File: src/rtl/heap_pkg.sv
// heap_pkg: shared widths, record type and serializer state encoding for the heap drain path
package heap_pkg;
  localparam int HEAP_DATA_W = 384;
  localparam int HEAP_WORD_W = 64;
  localparam int HEAP_BEATS = HEAP_DATA_W / HEAP_WORD_W;
  typedef logic [HEAP_DATA_W-1:0] heap_record_t;
  typedef enum logic {IDLE, SEND} ser_state_t;
endpackage

File: src/rtl/heap_record_fifo.sv
// heap_record_fifo: circular DEPTH x DATA_W record buffer; push/pop in, dout at rd_ptr, registered level, full/empty out
module heap_record_fifo
  import heap_pkg::*;
#(
  parameter int DATA_W = HEAP_DATA_W,
  parameter int DEPTH = 4
) (
  input  logic                     clk,
  input  logic                     rst,
  input  logic                     push,
  input  logic                     pop,
  input  logic [DATA_W-1:0]        din,
  output logic [DATA_W-1:0]        dout,
  output logic [$clog2(DEPTH):0]   level,
  output logic                     full,
  output logic                     empty
);
  localparam int PW = $clog2(DEPTH);
  localparam int LW = PW + 1;
  logic [DATA_W-1:0] mem [DEPTH];
  logic [PW-1:0] wr_ptr, rd_ptr;
  logic do_push, do_pop;
  always_comb begin
    full = level == LW'(DEPTH);
    empty = level == '0;
    do_push = push && !full && !rst;
    do_pop = pop && !empty;
    dout = mem[rd_ptr];
  end
  always_ff @(posedge clk)
    if (do_push) mem[wr_ptr] <= din;
  always_ff @(posedge clk)
    if (rst) begin
      wr_ptr <= '0;
      rd_ptr <= '0;
      level <= '0;
    end else begin
      if (do_push) wr_ptr <= wr_ptr + 1'b1;
      if (do_pop) rd_ptr <= rd_ptr + 1'b1;
      level <= level + LW'(do_push) - LW'(do_pop);
    end
endmodule

File: src/rtl/heap_record_serializer.sv
// heap_record_serializer: buffers heap records (dIn/dInValid) and streams them as WORD_W beats (wordOut/wordValid/wordReady/wordFirst/wordLast); level, sticky overflow, saturating dropCount
module heap_record_serializer
  import heap_pkg::*;
#(
  parameter int DATA_W = HEAP_DATA_W,
  parameter int WORD_W = HEAP_WORD_W,
  parameter int DEPTH = 4,
  parameter int CNT_W = 16
) (
  input  logic                     clk,
  input  logic                     rst,
  input  logic [DATA_W-1:0]        dIn,
  input  logic                     dInValid,
  output logic [WORD_W-1:0]        wordOut,
  output logic                     wordValid,
  input  logic                     wordReady,
  output logic                     wordFirst,
  output logic                     wordLast,
  output logic [$clog2(DEPTH):0]   level,
  output logic                     overflow,
  output logic [CNT_W-1:0]         dropCount
);
  localparam int BEATS = DATA_W / WORD_W;
  localparam int BW = BEATS > 1 ? $clog2(BEATS) : 1;
  localparam logic [BW-1:0] LAST = BW'(BEATS - 1);
  ser_state_t state;
  logic [DATA_W-1:0] shift, dout;
  logic [BW-1:0] beat;
  logic empty, full, xfer, at_last, load, drop;
  always_comb begin
    xfer = state == SEND && wordReady;
    at_last = beat == LAST;
    load = !empty && (state == IDLE || (xfer && at_last));
    drop = dInValid && full;
    wordOut = shift[WORD_W-1:0];
    wordValid = state == SEND;
    wordFirst = wordValid && beat == '0;
    wordLast = wordValid && at_last;
  end
  heap_record_fifo #(.DATA_W(DATA_W), .DEPTH(DEPTH)) u_fifo (
    .clk(clk),
    .rst(rst),
    .push(dInValid),
    .pop(load),
    .din(dIn),
    .dout(dout),
    .level(level),
    .full(full),
    .empty(empty)
  );
  always_ff @(posedge clk)
    if (rst) begin
      state <= IDLE;
      shift <= '0;
      beat <= '0;
      overflow <= 1'b0;
      dropCount <= '0;
    end else begin
      if (load) begin
        state <= SEND;
        shift <= dout;
        beat <= '0;
      end else if (xfer && at_last) state <= IDLE;
      else if (xfer) begin
        shift <= shift >> WORD_W;
        beat <= beat + 1'b1;
      end
      if (drop) begin
        overflow <= 1'b1;
        if (~&dropCount) dropCount <= dropCount + 1'b1;
      end
    end
endmodule

File: config.mk
export PLATFORM = sky130hd
export DESIGN_NAME = heap_record_serializer
export DESIGN_NICKNAME = d
export VERILOG_FILES = /design/src/rtl/heap_pkg.sv /design/src/rtl/heap_record_fifo.sv /design/src/rtl/heap_record_serializer.sv
export SDC_FILE = /design/constraint.sdc
export NUM_CORES = 2
export LEC_CHECK = 0
export ABC_AREA = 1
export CORE_MARGIN = 2
export CORE_UTILIZATION = 46
export DETAILED_ROUTE_END_ITERATION = 12
export GPL_TIMING_DRIVEN = 0
export PLACE_DENSITY = 0.75
export SYNTH_ARGS = -nofsm -noshare
export SYNTH_HDL_FRONTEND = slang
export SYNTH_SLANG_ARGS = --single-unit
File: constraint.sdc
create_clock -name clk -period 17.6 [get_ports clk]
set_input_delay 1.76 -clock clk [delete_from_list [all_inputs] [get_ports clk]]
set_output_delay 1.76 -clock clk [all_outputs]
set_load 0.01 [all_outputs]
After elaboration in Yosys (flattened, before gate mapping)
Memory sizes are Yosys's and may differ from the RTL's. A register that Yosys moved wholly into a read port is not among the register bits. Index checks and enable logic that the tools add are counted.

Shifts and indexed selects: 0. Magnitude comparators: 0. Reduce and logical (&&, ||, !) cells: 22. Bitwise operators: 3. Eq/ne operators: 3. Divide/modulo/power cells: 0. Mux-type cells: 9. Add/sub/neg operators: 6. Multipliers: 0.

Operators with widths (count): 384-bit 2-to-1 mux (3); 16-bit by 1-bit adder with 16-bit output (second input constant) (1); 16-bit AND reduction (1); 1-bit logical AND (9); 3-bit equality test (second input constant) (2); 3-bit zero test (2); 2-bit AND reduction (3); 2-bit by 1-bit adder with 2-bit output (second input constant) (2); 1-bit 2-to-1 mux (4); 2-bit 2-to-1 mux (2); 2-bit nonzero test (2); 3-bit by 1-bit adder with 3-bit output (1); 3-bit by 1-bit adder with 3-bit output (second input constant) (1); 1-bit zero test (3); 1-bit inverter (3); 3-bit by 1-bit subtractor with 3-bit output (1); 2-bit by 1-bit != test with 1-bit output (second input constant) (1); 2-bit OR reduction (1); 1-bit logical OR (1).

ROM bits: 0. Output and inout port bits: 87. RAM bits: 1536. Register bits: 412. Latch bits: 0. Word-level logic and storage cells: 52. Memories: 1. Bits of input ports: 388.

Memories: u_fifo.mem (depth 4, bits a word 384, rd ports 1, clocked after Yosys merged registers in 1, write ports 1, RTL line heap_record_fifo.sv:20) `logic [DATA_W-1:0] mem [DEPTH];`.

Longest topological paths before layout
Depth in word-level cells: 7. Gate-level depth with buffers: 14. Gate-level depth less buffers: 12.

Cells and area by module
A second synthesis with hierarchy kept.

Cells, all modules: 6091. Area, all modules: 74199.9 µm².

Modules (own cells, without submodules): heap_record_fifo (area an instance 56875.8 µm², times used 1, cells an instance 3782); heap_record_serializer (area an instance 17324.1 µm², times used 1, cells an instance 2309).

Worst setup path before layout
No wires, ideal clock.

Path type: input-to-reg. Start: input port rst. End: memory u_fifo.mem[0][0] (netlist name), enable pin. Stages on the path: 4. Slack: -1.574 ns. Arrival: 18.037 ns. Cell sequence: clkbuf_1 nor2_1 inv_1 nor2_1.

Word-level cells in the longest chain between the ends: 4.

RTL lines: start: declaration (RTL line heap_record_serializer.sv:11) `input logic rst,`; 1-bit zero test (RTL line heap_record_fifo.sv:26) `do_push = push && !full && !rst;`; 1-bit logical AND (RTL line heap_record_fifo.sv:26); net u_fifo.do_push (RTL line heap_record_fifo.sv:22) `logic do_push, do_pop;`; 1-bit 2-to-1 mux (RTL line heap_record_fifo.sv:31) `if (do_push) mem[wr_ptr] <= din;`; 1-bit 2-to-1 mux (not written as such) (RTL line heap_record_fifo.sv:31); end: declaration (RTL line heap_record_fifo.sv:20).

The timed path passes the listed nets, and every way through them passes these cells.

Final worst setup path
Start: input port wordReady. End: register u_fifo.level[2].

Word-level cells in the longest chain between the ends: 6.

RTL lines: start: declaration (RTL line heap_record_serializer.sv:16) `input logic wordReady,`; 1-bit logical AND (RTL line heap_record_serializer.sv:31) `xfer = state == SEND && wordReady;`; 1-bit logical AND (RTL line heap_record_serializer.sv:33) `load = !empty && (state == IDLE || (xfer && at_last));`; 1-bit logical OR (RTL line heap_record_serializer.sv:33); 1-bit logical AND (RTL line heap_record_serializer.sv:33); net load (RTL line heap_record_serializer.sv:29) `logic empty, full, xfer, at_last, load, drop;`; 1-bit logical AND (RTL line heap_record_fifo.sv:27) `do_pop = pop && !empty;`; 3-bit by 1-bit subtractor with 3-bit output (RTL line heap_record_fifo.sv:40) `level <= level + LW'(do_push) - LW'(do_pop);`; end signal: assignment (RTL line heap_record_fifo.sv:40); end: declaration (RTL line heap_record_fifo.sv:14) `output logic [$clog2(DEPTH):0] level,`.

The timed path passes the listed nets, and every way through them passes these cells. A chain may end at the register's enable or synchronous reset.

==> run_results.csv <==
group,metric,value,unit
placement,hpwl,169,mm
route,firstDrtPassIters,8,
worst_setup_path,arrival,5.41,ns
sta,hold_violations,0,
yosys,yosysUniqueCellTypes,30,
floorplan,die_area,174000,um2
clocking,cts_setup_buffers,0,
power,ir_worst_vdd,0.000108,V
global_routing,grt_pass1_wl,342,mm
clocking,clock_path_buffers,3,
cells_and_area,regArea,54400,um2
cells_and_area,num-fill-cells,14100,
sta,period_needed,4.66,ns
floorplan,num_io_pins,475,
cells_and_area,layout_common_cells,"nand2_1, edfxtp_1, inv_1",
global_routing,grt_max_degree,30,
route,avgViaCountPerCell,5.40,
clocking,clk_latency,0.88,ns
sta,worstMarginPinSlew,1.24,ns
route,ant_nets,0,
yosys,ys_seq_area_frac,0.692,
cells_and_area,final_common_cell,"nand2_1",
sta,fmaxAchievable,0.215,GHz
route,wirelength,237,mm
global_routing,gr-total-overflow,0,
yosys,syn_avg_cell_area,10.7,um2
route,vias,57000,
cells_and_area,multi_input_area,18800,um2
sta,hold-worst-slack,0.474,ns
placement,place_area,87400,um2
placement,io_buffers,473,
hold_path,min_path_type,"flop to flop",
power,p_leak,37.2,nW
worst_setup_path,cp-start-kind,"input pin",
floorplan,rows,151,
clocking,cts.htree.levels,4,
global_routing,antenna_found_initial,88,
run,maxCapViolCount,0,
sta,relSlewSlack,0.170,
floorplan,die_w,417,um
floorplan,start_util,0.463,
floorplan,die_h,417,um
run_status,status,"complete, no violations",
clocking,cts_sinks,1950,
yosys,synth_area,78600,um2
cells_and_area,layout-drive-gt1-share,0.0678,
worst_setup_path,cp_data_required_time,18.36,ns
yosys,ys.warnings.count,0,
cells_and_area,syn2layout_area_growth,19.6,%
sta,period_share,0.265,
yosys,synth-seq-cells,1950,
placement,gp_congestion,0.938,
worst_setup_path,worst_setup_path_end_kind,"flop",
clocking,cts_tree,"yes",
sta,fin_skew,0.0537,ns
cells_and_area,final_util,0.554,
global_routing,grt_use_total,0.265,
worst_setup_path,critical_path.max_fanout,11,
clocking,cts-resized-gates,0,
route,drc,0,
clocking,cts_root_buf,"clkbuf_16",
route,wl_per_cell,22.5,um
sta,drv_slew,0,
placement,dp_slack,12.16,ns
clocking,cts.clk_slew.worst_paths,0.06,ns
clocking,numCtsBuffers,197,
yosys,synth_cells,7362,
route,drtIter0Drc,6992,
cells_and_area,fin_area,94000,um2
global_routing,grt_pass1_vias,54000,
floorplan,core,170000,um2
cells_and_area,num-nets-final,8495,
sta,rsz0062_at_grt,"no",
clocking,cts_hold_repair.buffers,0,
sta,fin_ws,12.94,ns
sta,setup_viol,0,
yosys,syn_nets,7761,
power,p_per_area,159,nW/um2
worst_setup_path,crit_type,"input pin to flop",
critical path, cell delays in order:
cell and delay, ns:
clkdlybuf4s50_1 0.46, nand2_1 0.20, o21ai_2 0.23, nand2_2 0.31
clkinv_1 0.35, buf_2 0.60, buf_2 0.41, ha_1 0.17
inv_1 0.04, ha_1 0.19, fa_1 0.42, o21ai_0 0.19
a21oi_1 0.06
final timing paths:
path | endpoint | from | slack (ns) | cells past startpoint
max | u_fifo.level[2] | wordReady | 12.94 | 13
min | overflow | overflow | 0.47 | 1
max reg2reg | u_fifo.level[2] | beat[1] | 13.63 | 14
min reg2reg | overflow | overflow | 0.47 | 1
routing by layer:
| layer | global-route usage | vias up | share of wire |
|---|---|---|---|
| met5 | 0 | - | 0.00060 |
| met4 | 0.136 | 26 | 0.044 |
| met3 | 0.0535 | 472 | 0.086 |
| met2 | 0.443 | 2681 | 0.49 |
| met1 | 0.328 | 27400 | 0.38 |
| li1 | - | 26400 | - |
registers in the layout, indices dropped and copies added, names as in the netlist, named ones only:
signal,cells
dropCount,16
beat,3
overflow,1
wordValid,1
u_fifo.mem,1536
u_fifo.level,3
shift,384
u_fifo.rd_ptr,2
u_fifo.wr_ptr,2
report_power, final:
group	leakage [nW]	switching [W]	internal, W
clock network	3.12	0.00180	0.00234
logic	16.7	0.00336	0.00153
registers	17.3	0.000381	0.00558
total	37.2	0.00554	0.00945
Yosys cell counts (all sizes together):
library cell,number,area [um2]
or2,1,6.26
o211ai,432,3240
clkbuf,281,1050
nor3,2,10.0
o21ai,475,2380
o21a,1,7.51
buf,250,1370
nand2,1743,6550
nor2,609,2290
xnor2,1,8.76
fa,1,20.0
nand4,4,25.0
o22ai,64,400
ha,10,125
edfxtp,1536,46100
dfxtp,414,8290
nand3b,1,7.51
nor3b,2,15.0
a21oi,146,734
inv,799,3000
clkinv,1,3.75
nand3,589,2950
cells by family (layout without fill, tap and decap cells):
group / Yosys count / in the layout / synth area share
simple gates: 2951 / 2951 / 0.151
other cells: 0 / 61 / 0
compound gates: 1118 / 1118 / 0.0861
flops: 1950 / 1950 / 0.692
buf+inv: 1331 / 2239 / 0.0691
xor+xnor: 1 / 1 / 0.000111
fa+ha+maj: 11 / 11 / 0.00185
through the flow:
stage	setup TNS (ns)	std cells	total power (W)
2_1_floorplan	-2417.84	7362	0.00896
3_3_place_gp	-	10100	0.0109
3_5_place_dp	0	10100	0.0108
4_1_cts	0	10500	0.0149
5_1_grt	0	10500	0.0157
6_report	0	10500	0.0150
final cells by class:
| type | instances | area share |
|---|---|---|
| Clock inverter | 99 | 0.0104 |
| Inverter | 800 | 0.0319 |
| Multi-Input combinational cell | 4081 | 0.200 |
| Sequential cell | 1950 | 0.579 |
| Timing Repair Buffer | 535 | 0.0638 |
| Clock buffer | 274 | 0.0582 |
| Tap cell | 2218 | 0.0295 |
| Antenna cell | 61 | 0.00162 |
| Buffer | 531 | 0.0259 |
(Power assumes the default switching activity.)
